### config.mk
export PLATFORM = sky130hd
export DESIGN_NAME = vc_output_scheduler
export DESIGN_NICKNAME = d
export VERILOG_FILES = /design/src/rtl/ravenoc_pkg.sv /design/src/rtl/vc_credit_counter.sv /design/src/rtl/vc_output_scheduler.sv
export SDC_FILE = /design/constraint.sdc
export NUM_CORES = 1
export LEC_CHECK = 0
export CAP_MARGIN = 30
export CELL_PAD_IN_SITES_DETAIL_PLACEMENT = 1
export CELL_PAD_IN_SITES_GLOBAL_PLACEMENT = 2
export CORE_MARGIN = 3
export CORE_UTILIZATION = 33
export DETAILED_ROUTE_END_ITERATION = 16
export PLACE_DENSITY = 0.87
export SYNTH_ARGS = -nofsm -noshare
export SYNTH_HDL_FRONTEND = slang
export SYNTH_SLANG_ARGS = --single-unit
### constraint.sdc
create_clock -name clk -period 2.8 [get_ports clk]
set_input_delay 0.42 -clock clk [delete_from_list [all_inputs] [get_ports clk]]
set_output_delay 0.42 -clock clk [all_outputs]
set_load 0.05 [all_outputs]
### src/rtl/ravenoc_pkg.sv
// Shared NoC constants and types for the output-port scheduler.
// VC count/priority constants plus the per-VC wormhole lock record.
package ravenoc_pkg;

  localparam int unsigned NumVirtChn = 2;
  localparam int unsigned VcWidth    = (NumVirtChn > 1) ? $clog2(NumVirtChn) : 1;
  localparam int unsigned OwnerWidth = 2;

  typedef enum logic {
    ZeroHighPrior = 1'b0,
    ZeroLowPrior  = 1'b1
  } vc_prior_e;

  localparam vc_prior_e HighPriority = ZeroLowPrior;

  typedef enum logic {
    UNLOCKED = 1'b0,
    LOCKED   = 1'b1
  } vc_lock_state_e;

  typedef struct packed {
    vc_lock_state_e        locked;
    logic [OwnerWidth-1:0] owner;
  } s_vc_lock_t;

  function automatic int unsigned wrap_inc(input int unsigned x, input int unsigned n);
    return (x + 1) % n;
  endfunction

endpackage

### src/rtl/vc_credit_counter.sv
// Per-VC downstream credit counter: saturating up/down with sticky overflow flag.
module vc_credit_counter #(
  parameter int unsigned DEPTH = 4
) (
  input  logic                       clk,
  input  logic                       arst,
  input  logic                       dec,
  input  logic                       inc,
  output logic [$clog2(DEPTH+1)-1:0] count,
  output logic                       err
);

  localparam int unsigned W = $clog2(DEPTH + 1);

  always_ff @(posedge clk) begin
    if (!arst) begin
      count <= W'(DEPTH);
      err   <= 1'b0;
    end else begin
      // Simultaneous send and return cancel out, even at the full level.
      if (inc && !dec) begin
        if (count == W'(DEPTH)) begin
          err <= 1'b1;
        end else begin
          count <= count + W'(1);
        end
      end else if (dec && !inc) begin
        if (count != '0) begin
          count <= count - W'(1);
        end
      end
    end
  end

endmodule

### src/rtl/vc_output_scheduler.sv
// Output-port flit scheduler: per-VC wormhole lock, RR among inputs, VC priority, credits.
// Optional RAVENOC_VC_AGING_EN adds per-VC starvation counters overriding fixed priority.
module vc_output_scheduler
  import ravenoc_pkg::*;
#(
  parameter int unsigned N_INPUTS     = 4,
  parameter int unsigned CREDIT_DEPTH = 4,
  parameter int unsigned AGE_LIMIT    = 16
) (
  input  logic                               clk,
  input  logic                               arst,
  input  logic [N_INPUTS-1:0]                req_valid_i,
  input  logic [N_INPUTS-1:0][VcWidth-1:0]   req_vc_i,
  input  logic [N_INPUTS-1:0]                req_last_i,
  input  logic [NumVirtChn-1:0]              credit_i,
  output logic [N_INPUTS-1:0]                gnt_o,
  output logic [VcWidth-1:0]                 gnt_vc_o,
  output logic                               send_o,
  output logic                               credit_err_o
);

  localparam int unsigned CntW = $clog2(CREDIT_DEPTH + 1);

  if (AGE_LIMIT == 0 || N_INPUTS < 2 || N_INPUTS > (1 << OwnerWidth)) begin : g_param_check
    $error("vc_output_scheduler: unsupported N_INPUTS/AGE_LIMIT");
  end

  s_vc_lock_t            lock_q [NumVirtChn];
  s_vc_lock_t            lock_d [NumVirtChn];
  logic [OwnerWidth-1:0] ptr_q  [NumVirtChn];
  logic [OwnerWidth-1:0] ptr_d  [NumVirtChn];
  logic [OwnerWidth-1:0] cand_idx [NumVirtChn];
  logic [NumVirtChn-1:0] cand_found;
  logic [NumVirtChn-1:0] has_cred;
  logic [NumVirtChn-1:0] eligible;
  logic [NumVirtChn-1:0] err;
  logic                  sel_found;
  logic [VcWidth-1:0]    sel_vc;
  logic [OwnerWidth-1:0] win;

  always_comb begin
    for (int unsigned v = 0; v < NumVirtChn; v++) begin
      cand_found[v] = 1'b0;
      cand_idx[v]   = '0;
      if (lock_q[v].locked == LOCKED) begin
        if (req_valid_i[lock_q[v].owner] && req_vc_i[lock_q[v].owner] == VcWidth'(v)) begin
          cand_found[v] = 1'b1;
          cand_idx[v]   = lock_q[v].owner;
        end
      end else begin
        for (int unsigned k = 0; k < N_INPUTS; k++) begin
          if (!cand_found[v] &&
              req_valid_i[(int'(ptr_q[v]) + k) % N_INPUTS] &&
              req_vc_i[(int'(ptr_q[v]) + k) % N_INPUTS] == VcWidth'(v)) begin
            cand_found[v] = 1'b1;
            cand_idx[v]   = OwnerWidth'((int'(ptr_q[v]) + k) % N_INPUTS);
          end
        end
      end
    end
  end

  for (genvar v = 0; v < NumVirtChn; v++) begin : g_credit
    logic [CntW-1:0] count;
    vc_credit_counter #(
      .DEPTH(CREDIT_DEPTH)
    ) u_cnt (
      .clk   (clk),
      .arst  (arst),
      .dec   (send_o && (sel_vc == VcWidth'(v))),
      .inc   (credit_i[v]),
      .count (count),
      .err   (err[v])
    );
    assign has_cred[v] = (count != '0);
  end

  assign eligible     = cand_found & has_cred;
  assign credit_err_o = |err;

`ifdef RAVENOC_VC_AGING_EN
  localparam int unsigned AgeW = $clog2(AGE_LIMIT + 1);
  logic [AgeW-1:0] age_q [NumVirtChn];

  always_ff @(posedge clk) begin
    if (!arst) begin
      for (int unsigned v = 0; v < NumVirtChn; v++) age_q[v] <= '0;
    end else begin
      for (int unsigned v = 0; v < NumVirtChn; v++) begin
        if (send_o && sel_vc == VcWidth'(v)) begin
          age_q[v] <= '0;
        end else if (eligible[v] && age_q[v] < AgeW'(AGE_LIMIT)) begin
          age_q[v] <= age_q[v] + AgeW'(1);
        end
      end
    end
  end
`endif

  always_comb begin
    sel_found = 1'b0;
    sel_vc    = '0;
    if (HighPriority == ZeroLowPrior) begin
      for (int unsigned v = 0; v < NumVirtChn; v++) begin
        if (eligible[v]) begin
          sel_found = 1'b1;
          sel_vc    = VcWidth'(v);
        end
      end
    end else begin
      for (int unsigned v = NumVirtChn; v > 0; v--) begin
        if (eligible[v-1]) begin
          sel_found = 1'b1;
          sel_vc    = VcWidth'(v - 1);
        end
      end
    end
`ifdef RAVENOC_VC_AGING_EN
    // Descending scan so the lowest starving VC is the last to overwrite.
    for (int unsigned v = NumVirtChn; v > 0; v--) begin
      if (eligible[v-1] && age_q[v-1] >= AgeW'(AGE_LIMIT)) begin
        sel_vc = VcWidth'(v - 1);
      end
    end
`endif
  end

  assign win      = cand_idx[sel_vc];
  assign send_o   = arst && sel_found;
  assign gnt_o    = send_o ? (N_INPUTS'(1) << win) : '0;
  assign gnt_vc_o = send_o ? sel_vc : '0;

  always_comb begin
    for (int unsigned v = 0; v < NumVirtChn; v++) begin
      lock_d[v] = lock_q[v];
      ptr_d[v]  = ptr_q[v];
    end
    if (send_o) begin
      if (req_last_i[win]) begin
        lock_d[sel_vc].locked = UNLOCKED;
        ptr_d[sel_vc]         = OwnerWidth'(wrap_inc(int'(win), N_INPUTS));
      end else begin
        lock_d[sel_vc] = '{locked: LOCKED, owner: win};
      end
    end
  end

  always_ff @(posedge clk) begin
    if (!arst) begin
      for (int unsigned v = 0; v < NumVirtChn; v++) begin
        lock_q[v] <= '{locked: UNLOCKED, owner: '0};
        ptr_q[v]  <= '0;
      end
    end else begin
      lock_q <= lock_d;
      ptr_q  <= ptr_d;
    end
  end

endmodule
==> results.toml, run 1 <==
[sta]
fin_skew_ps = 7.30
fmax_ghz = 0.361
tightest_slew_ps = 529
hold_viol = 0
post-route-period-util_pct = 99.0
rsz0062_at_grt = "true"
setup_viol = 0
slew_viol_final = 0
fin_crit_ps = 2770
maxSlewHeadroom_pct = 64.5

[routing]
wl_per_cell_um = 18.0
vias_per_cell = 5.48
dr.first_iter.drc_count = 68
drc = 0
wl_um = 6200
vias = 1892
drtAntennaViolNets = 0
dr.pass1.iters = 4

[cts]
clock_path_buffers = 2
clk_latency_ps = 260
htreeDepth = 1
root_buffer = "clkbuf_8"
cts.sinks = 18
cts_hold_buf = 0
numCtsBuffers = 3
clkTransAtPathRegs_ps = 80
cts_tree = "yes"

[global_route]
grt_pass1_vias = 1982
antenna_found_initial = 0
grtUsageTotal_pct = 21.3
grt_max_degree = 17
grt_first_pass_wirelength_um = 10100
grt-ovfl-total = 0

[floorplanning]
core_um2 = 4820
die_w_um = 77.3
rows = 25
ioPinCount = 23
dieArea_um2 = 5970
initial_core_util_pct = 34.8
die_h_um = 77.3

[worst_setup_path]
critPathRequiredTime_ps = 2380
cp-end-kind = "primary output"
worst-path-max-fanout = 3
cp-startpoint = "req_valid_i[0]"
arrival_ps = 2350
worstRegToRegCells = 9
crit_path_start_kind = "input port"
r2r_start = "ptr_q[2]"
path_class = "input port to primary output"

[power_and_ir_drop]
p_leak_nw = 1.04
power_mw = 2.62
max-vdd-ir-drop_mv = 0.490
power_density_nw_per_um2 = 1000

[logic_synthesis]
synth_edf_count = 0
synth_top_family_by_area = "compound AO/OA/AOI/OAI gates"
synth_xor_area_share_pct = 3.13
seq_area_frac_synth_pct = 21.5
synth-compound-area-share_pct = 32.9
synth_mux_area_share_pct = 7.09
synth_flop_cell = "dfxtp_1"
synthAdderAreaFrac_pct = 5.37
synth_cells = 202
synth_area_um2 = 1680
yosys_warnings = 0
async_flop_share_pct = 0
ys_types = 67
synth.avg_cell_area_um2 = 8.30
syn_nets = 224
synth-simple-area-share_pct = 25.4
synth_seq_cells = 18

[cells_and_area]
fillCellCount = 583
nets = 301
num_antenna_cells = 0
finalInstanceArea_um2 = 2610
layout-drive-gt1-share_pct = 44.2
syn_to_final_growth_pct = 55.6

[placement]
port_buffers = 22
placedInstanceArea_um2 = 2340
hpwl_um = 4560
place_congestion = 0.835

[hold_path]
hp-start = "g_credit[0].u_cnt.err"
hold_class = "register to register"
holdPathStages = 1

[run_status]
outcome = "complete, no violations"

[run]
drv_cap = 0
## registers in the layout, indices dropped and copies added (netlist names)
| signal | flops |
|---|---|
| g_credit.u_cnt.count | 6 |
| g_credit.u_cnt.err | 2 |
| lock_q | 6 |
| ptr_q | 4 |
## kinds of logic (layout without fill, tap and decap cells)
family / Yosys count / after routing
flip-flops: 18 / 18
multiplexers: 8 / 8
buffers and inverters: 18 / 94
AND/OR/NAND/NOR: 79 / 79
AO/OA/AOI/OAI: 67 / 67
XOR/XNOR: 6 / 6
adder cells (fa/ha/maj): 6 / 6
## power by group
| group | internal, mW | total (mW) | leakage, nW | switching [mW] |
|---|---|---|---|---|
| registers | 0.347 | 0.464 | 0.149 | 0.117 |
| clock network | 0.125 | 0.217 | 0.0288 | 0.0923 |
| logic | 0.942 | 1.93 | 0.859 | 0.992 |
## path summary, 6_finish.rpt
| path | slack (ps) | to |
|---|---|---|
| worst max register to register | 160 | ptr_q[1] |
| worst max-delay path | 30 | gnt_o[1] |
| worst min register to register | 490 | g_credit[0].u_cnt.err |
| worst min-delay path | 490 | g_credit[0].u_cnt.err |
## what timing repair did
| item | in CTS | in global routing |
|---|---|---|
| buffers inserted | 9 | 1 |
| resized for setup | 46 | 15 |
| gates cloned | 0 | 0 |
| endpoints found under the setup margin | 17 | 9 |
| pin swaps | 12 | 9 |
| hold endpoints to repair | 0 | 0 |
## worst max-delay path, stage by stage
cell             delay [ps]
clkdlybuf4s15_2         210
nand2_2                  70
mux4_2                  510
a211oi_2                240
a21bo_2                 280
nand2_4                  80
buf_4                   110
ha_1                    150
and2_4                  140
buf_8                   140
## synthesized netlist by cell type (3+ instances only)
cell type | count | area, µm²
xnor2_1 | 3 | 26.3
mux4_2 | 3 | 67.6
nor3_1 | 3 | 15.0
ha_1 | 4 | 50.1
nand3_1 | 3 | 15.0
nor2b_1 | 3 | 18.8
and2_1 | 5 | 31.3
o21ai_0 | 11 | 55.1
nor2_1 | 14 | 52.6
a21boi_0 | 3 | 22.5
a21oi_1 | 10 | 50.1
nand2_1 | 23 | 86.3
xor2_1 | 3 | 26.3
dfxtp_1 | 18 | 360
nand3b_1 | 4 | 30.0
nor3b_1 | 3 | 22.5
o21a_1 | 3 | 22.5
o211ai_1 | 5 | 37.5
nand2b_1 | 4 | 25.0
a41o_1 | 3 | 30.0
mux2i_1 | 4 | 40.0
clkbuf_1 | 4 | 15.0
inv_1 | 9 | 33.8
## layout make-up
type	count	area (µm²)	area share, %
repair buffers	80	713	27.3
flip-flops and latches	18	365	14.0
inverters	10	42.5	1.63
multi-input cells	166	1350	51.7
well taps	67	83.8	3.21
clock buffers	4	55.1	2.11
## cells in the final DEF (no fill, tap or decap), types with 3 or more instances in the layout
cell type / netlist / routed
buf_6: 1 / 3
dfxtp_1: 18 / 16
buf_4: 0 / 56
nand2b_1: 4 / 4
and2_4: 1 / 4
a21oi_1: 10 / 7
nand3b_1: 4 / 4
nor3_1: 3 / 3
o21a_1: 3 / 3
a221oi_2: 2 / 3
mux4_2: 3 / 3
inv_1: 9 / 7
clkbuf_8: 0 / 4
ha_1: 4 / 4
nor2_1: 14 / 14
a21boi_0: 3 / 3
clkdlybuf4s50_1: 0 / 8
nor3b_1: 3 / 3
a21oi_2: 1 / 3
o211ai_1: 5 / 5
mux2i_1: 4 / 4
clkdlybuf4s15_2: 0 / 7
xor2_1: 3 / 3
nand2_2: 1 / 4
nand3_1: 3 / 3
nand2_1: 23 / 19
buf_12: 0 / 4
a41o_1: 3 / 3
o21ai_0: 11 / 11
xnor2_1: 3 / 3
## per-layer routing
metal | vias to the layer above | GRT usage, % | part of all wire (%)
li1 | 902 | - | -
met1 | 940 | 24.3 | 42
met2 | 38 | 40.2 | 54
met3 | 12 | 3.40 | 2.5
met4 | 0 | 6.23 | 1.5
met5 | - | 0 | 0
## through the flow
step	setup WS (ps)	hold slack, ps	TNS, ps	instances	utilization [%]
CTS	1.44	494	0	344	52.8
detailed placement	-453	477	-6220	331	48.6
global placement	-382	455	-5140	331	48.6
floorplan	95.4	433	0	202	-
global route	-29.5	520	-99.6	345	54.2
finish	29.0	487	0	345	54.2
Note: power is estimated with default switching activity, not from simulation.
==> inputs of run 2 (changes only) <==
--- a/config.mk
+++ b/config.mk
@@ -9,9 +9,9 @@
 export CELL_PAD_IN_SITES_DETAIL_PLACEMENT = 1
 export CELL_PAD_IN_SITES_GLOBAL_PLACEMENT = 2
 export CORE_MARGIN = 3
-export CORE_UTILIZATION = 33
+export CORE_UTILIZATION = 30
 export DETAILED_ROUTE_END_ITERATION = 16
-export PLACE_DENSITY = 0.87
+export PLACE_DENSITY = 0.82
 export SYNTH_ARGS = -nofsm -noshare
 export SYNTH_HDL_FRONTEND = slang
 export SYNTH_SLANG_ARGS = --single-unit
==> constraint.sdc (replaced) <==
create_clock -name clk -period 2.3 [get_ports clk]
set_input_delay 0.345 -clock clk [delete_from_list [all_inputs] [get_ports clk]]
set_output_delay 0.345 -clock clk [all_outputs]
set_load 0.05 [all_outputs]
==> run 2 against run 1 <==
Against the previous run: register-to-register slack got worse by 460 ps; highest routed layer unchanged; sequential cell count unchanged; the flow now finishes with violations (setup timing); first-iteration DRC count increased by 15%; non-clock buffer count increased by 28; sequential power increased by 15%; clock skew decreased by 3.0 ps; die area increased by 9.2%; wire length increased by 26%; largest power group unchanged; combinational power increased by 70%; largest cell class unchanged; global-route usage increased by 1.7 points.
==> results.toml, run 2 (synthesis gave the netlist of run 1 again) <==
[floorplanning]
core_um2 = 5270
rows = 26
dieArea_um2 = 6520
die_h_um = 80.8
ioPinCount = 23
die_w_um = 80.8
initial_core_util_pct = 31.8

[worst_setup_path]
worstRegToRegCells = 11
crit_path_start_kind = "register"
worst-path-max-fanout = 4
r2r_start = "lock_q[0]"
path_class = "register to primary output"
critPathRequiredTime_ps = 1960
arrival_ps = 2340
cp-end-kind = "primary output"
ff2ff_setup_slack_ps = -300
timing.rr.end = "g_credit[0].u_cnt.count[2]"

[cts]
clk_latency_ps = 280
clock_path_buffers = 2
clkTransAtPathRegs_ps = 80
numCtsBuffers = 3
cts_hold_buf = 0
cts_tree = "yes"
htreeDepth = 1
cts.sinks = 18
root_buffer = "clkbuf_8"

[power_and_ir_drop]
comb_power_share_pct = 80.1
p_int_mw = 2.22
swShare_pct = 45.7
p_leak_nw = 1.30
clkPwrFrac_pct = 6.9
power_density_nw_per_um2 = 1290
max-vdd-ir-drop_mv = 0.565
p_switching_mw = 1.87
seq_power_share_pct = 13.0

[routing]
wl_um = 7820
vias_per_cell = 5.51
drtAntennaViolNets = 0
wl_per_cell_um = 20.8
dr.first_iter.drc_count = 78
dr.pass1.iters = 4
drc = 0
vias = 2073

[sta]
setup_viol = 20
post-route-period-util_pct = 117
fin_skew_ps = 4.26
hold_viol = 0
rsz0062_at_grt = "true"
maxSlewHeadroom_pct = 65.7
tightest_slew_ps = 513
slew_viol_final = 0
fin_crit_ps = 2680
fmax_ghz = 0.373
setup_ws_ps = -383

[placement]
place_congestion = 0.849
port_buffers = 22
pre_cts_ws_ps = -841
hpwl_um = 4700

[global_route]
met1_usage_pct = 26.8
grt_first_pass_wirelength_um = 11200
antenna_found_initial = 0
use_met3_pct = 4.99
busiest_layer = "met2"
grt_max_degree = 18
grtUsageTotal_pct = 23.0
grt_pass1_vias = 2213
grtUsageMet2_pct = 41.7
grt-ovfl-total = 0

[cells_and_area]
final_cell_mix = "buf_4 (63), buf_6 (20), dfxtp_1 (17), nand2_1 (16), nor2_1 (12)"
top_regs = "g_credit.u_cnt.count (6), lock_q (6), ptr_q (4)"
nets = 329
final_common_cell = "buf_4"
final_util_pct = 60.1
multi_input_area_um2 = 1620
register_area_um2 = 362
layout-drive-gt1-share_pct = 58.8
num_antenna_cells = 0
syn_to_final_growth_pct = 89.0
fillCellCount = 596

[hold_path]
hp-start = "g_credit[0].u_cnt.err"
whs_endpoint = "g_credit[0].u_cnt.err"
holdPathStages = 1
hold_class = "register to register"

[run]
drv_cap = 0

[run_status]
violations = "setup timing"
outcome = "finished with violations"
[run 2: cell types whose count changed in the layout (fill, tap and decap cells not counted), moves of 5 or more]
cell,before,now
clkdlybuf4s15_2,7,1
buf_6,3,20
clkbuf_2,0,5
buf_4,56,63
[run 2: timing repair]
item | 4_1_cts | 5_1_grt
endpoints found under the setup margin | 24 | 21
pin swaps | 23 | 25
cloned | 0 | 0
buffers inserted | 11 | 15
gates resized for setup | 70 | 56
[run 2: power groups by stage]
stage / logic, mW / clock network [mW] / registers, mW
after floorplan: 1.31 / 0 / 0.536
after detailed placement: 2.32 / 0 / 0.525
final: 3.28 / 0.283 / 0.532
after CTS: 2.77 / 0.284 / 0.523
after global routing: 3.47 / 0.297 / 0.545
after global placement: 2.25 / 0 / 0.524
[run 2: cell type report]
type	instances	share of cell area [%]
repair buffers	108	31.5
inverters	10	1.42
flip-flops and latches	18	11.4
well taps	70	2.76
clock buffers	4	1.74
multi-input cells	166	51.1
[run 2: how the worst max path moves through the flow]
stage / end / startpoint / cells past startpoint / slack, ps
3_3_place_gp: gnt_o[0] / req_valid_i[2] / 10 / -750
4_1_cts: gnt_o[0] / lock_q[0] / 9 / -360
5_1_grt: gnt_o[0] / lock_q[0] / 9 / -430
6_report: gnt_o[0] / lock_q[0] / 9 / -380
3_5_place_dp: gnt_o[0] / req_valid_i[2] / 10 / -840
2_1_floorplan: g_credit[1].u_cnt.count[2] / lock_q[0] / 10 / -40
[run 2: worst max-delay path, cell delays in order, from the launching register on]
cell and delay (ps):
dfxtp_2 330, inv_2 70, mux4_2 550, a211oi_2 250
a21bo_4 280, nand2_4 100, inv_4 60, ha_4 140
and2_4 140, buf_12 140
[run 2: per-stage QoR]
stage | cells | hold slack (ps) | total power [mW] | TNS, ps | area (µm²)
floorplan | 202 | 433 | 1.85 | -122 | 1730
global placement | 351 | 446 | 2.78 | -14410 | 2530
detailed placement | 351 | 456 | 2.85 | -16000 | 2530
CTS | 365 | 475 | 3.58 | -3940 | 2880
global route | 376 | 516 | 4.31 | -5780 | 3170
finish | 376 | 477 | 4.10 | -4240 | 3170
[run 2: routing by layer]
metal / wire, µm / part of all wire, %
met4: 161 / 2.1
met1: 3200 / 41
met5: 0 / 0
met2: 4220 / 54
met3: 234 / 3.0
==> inputs of run 3 (changes only) <==
--- a/config.mk
+++ b/config.mk
@@ -5,13 +5,15 @@
 export SDC_FILE = /design/constraint.sdc
 export NUM_CORES = 1
 export LEC_CHECK = 0
+export ABC_AREA = 1
 export CAP_MARGIN = 30
 export CELL_PAD_IN_SITES_DETAIL_PLACEMENT = 1
 export CELL_PAD_IN_SITES_GLOBAL_PLACEMENT = 2
 export CORE_MARGIN = 3
-export CORE_UTILIZATION = 30
+export CORE_UTILIZATION = 27
 export DETAILED_ROUTE_END_ITERATION = 16
-export PLACE_DENSITY = 0.82
+export PLACE_DENSITY = 0.81
+export SLEW_MARGIN = 20
 export SYNTH_ARGS = -nofsm -noshare
 export SYNTH_HDL_FRONTEND = slang
 export SYNTH_SLANG_ARGS = --single-unit
==> run 3 against run 2 <==
Against the previous run: the run still ends with setup timing left; non-clock buffer count decreased by 13; core utilization decreased by 8.0 points; synthesized cell count increased by 50%; via count increased by 8.5%; count of clock-buffer cells in the layout unchanged; sequential cell count unchanged; critical endpoint is now gnt_o[3]; largest cell class unchanged.
==> results.toml, run 3 <==
[run_status]
outcome = "finished with violations"
violations = "setup timing"

[logic_synthesis]
synth_most_common_cell = "nand2_1"
synth_xor_area_share_pct = 0
seq_area_frac_synth_pct = 19.2
synthAdderAreaFrac_pct = 4.81
synth_top_family_by_area = "simple AND/OR/NAND/NOR gates"
ys_types = 35
ys_top_cells_by_area = "nand2_1 (20%), dfxtp_1 (19%), nand3_1 (9.9%)"
yosys_warnings = 0
synth_cells = 302
synth-compound-area-share_pct = 8.61
synth_top_area_share_pct = 19.6
synth_area_um2 = 1870
synth_seq_cells = 18
synth-simple-area-share_pct = 56.9
synth_top_area_cell = "nand2_1"
async_flop_share_pct = 0
synth_mux_area_share_pct = 0
synth.avg_cell_area_um2 = 6.21
syn_nets = 324
synth_edf_count = 0
synthTopCellsByCount = "nand2_1 (98), nand3_1 (37), inv_1 (32)"
synth_flop_cell = "dfxtp_1"

[worst_setup_path]
cpPeakStageDelay_ps = 360
crit_path_start_kind = "register"
r2r_start = "ptr_q[0]"
timing.rr.end = "lock_q[0]"
ff2ff_setup_slack_ps = -270
critPathRequiredTime_ps = 1960
crit_chain = "buf_12, inv_16, nand2_4, nand2_4, nand2_4, nand2_4, nand2_4, nor2_8, nand3_4, a21boi_2, nand2_2, nand2_8, ha_2, inv_2, nor2_4, buf_12"
crit_top_cell = "nand2_4"
cp-end-kind = "primary output"
path_class = "register to primary output"
cp-startpoint = "ptr_q[0]"
crit_path_end = "gnt_o[3]"
crit_slowest_cell = "dfxtp_4"
worstRegToRegCells = 23
worst-path-max-fanout = 8
arrival_ps = 2320

[sta]
rsz0062_at_grt = "true"
fin_crit_ps = 2670
tightest_slew_ps = 493
post-route-period-util_pct = 116
setup_ws_ps = -368
fin_skew_ps = 5.53
slew_viol_final = 0
maxSlewHeadroom_pct = 67.0
fmax_ghz = 0.375
hold_viol = 0
setup_viol = 19

[cts]
clock_path_buffers = 2
clk_latency_ps = 260
cts.sinks = 18
htreeDepth = 1
root_buffer = "clkbuf_8"
cts_tree = "yes"
cts_hold_buf = 0
numCtsBuffers = 3
clkTransAtPathRegs_ps = 80

[routing]
vias = 2249
dr.first_iter.drc_count = 42
vias_per_cell = 4.74
drtAntennaViolNets = 0
dr.pass1.iters = 4
wl_per_cell_um = 15.2
wl_um = 7200
drc = 0

[hold_path]
hp-start = "g_credit[0].u_cnt.err"
hold_class = "register to register"

[cells_and_area]
top_regs = "g_credit.u_cnt.count (6), lock_q (6), ptr_q (4)"
layout-drive-gt1-share_pct = 57.2
final_util_pct = 52.1
syn_to_final_growth_pct = 81.7
final_cell_mix = "buf_4 (58), nand2_1 (56), nand2_2 (37), nand2_4 (33), inv_1 (25)"
nets = 420
final_common_cell = "buf_4"
num_antenna_cells = 0

[floorplanning]
core_um2 = 6530
die_w_um = 89.3
rows = 29
dieArea_um2 = 7980
initial_core_util_pct = 28.7
ioPinCount = 23
die_h_um = 89.3

[global_route]
grtUsageTotal_pct = 17.9
grt_first_pass_wirelength_um = 11300
grt-ovfl-total = 0
grt_max_degree = 17
grt_pass1_vias = 2381
antenna_found_initial = 0

[placement]
place_congestion = 0.848
hpwl_um = 4520
port_buffers = 22

[run]
drv_cap = 0
[run 3: cell families (layout without fill, tap and decap cells)]
group,after synthesis,after routing
AOI/OAI and AO/OA,26,26
adders and majority gates,6,6
buffers and inverters,45,139
DFF,18,18
and+or+nand+nor,207,208
[run 3: cell type report]
type | count | area [µm²]
timing repair buffer | 95 | 901
multi-input combinational | 240 | 1780
inverter | 40 | 200
tap | 77 | 96.3
sequential | 18 | 372
fill | 786 | 3130
clock buffer | 4 | 55.1
[run 3: worst min path at each step]
stage | endpoint | slack (ps) | cells past startpoint
floorplan | g_credit[1].u_cnt.err | 430 | 1
global placement | g_credit[0].u_cnt.err | 440 | 1
detailed placement | g_credit[0].u_cnt.err | 450 | 1
CTS | g_credit[0].u_cnt.err | 470 | 1
global route | g_credit[0].u_cnt.err | 500 | 1
finish | g_credit[0].u_cnt.err | 460 | 1
[run 3: critical path, delay by kind of cell (launching register included)]
kind                       cells  cell delay (ps)
and+or+nand+nor               10              930
DFF                            1              360
adders and majority gates      1              190
AOI/OAI and AO/OA              1              170
buffers and inverters          4              410
[run 3: through the flow]
step	TNS (ps)	hold WS, ps	instances	cell area (µm²)	setup slack [ps]
after floorplan	0	432	302	1910	2.90
after detailed placement	-9700	453	437	2590	-623
after CTS	-3030	471	461	3070	-310
after global routing	-6770	499	474	3410	-494
after global placement	-8590	445	437	2590	-585
final	-3900	463	474	3410	-368
[run 3: routing by layer]
| metal | vias to the layer above | global-route usage, % | wire length, µm |
|---|---|---|---|
| met4 | 0 | 2.44 | 42 |
| li1 | 1146 | - | - |
| met2 | 23 | 34.5 | 3910 |
| met5 | - | 0 | 0 |
| met1 | 1073 | 21.9 | 3120 |
| met3 | 7 | 1.66 | 130 |
[run 3: repair_timing]
item	CTS	global route
gates cloned	1	0
pin swaps	29	31
setup buffers	21	15
endpoints found under the hold margin	0	0
endpoints found under the setup margin	22	22
gates resized for setup	94	67
Power of run 3 is not shown: default switching activity piles up to over one toggle a cycle in this logic, so the estimate is an artifact.
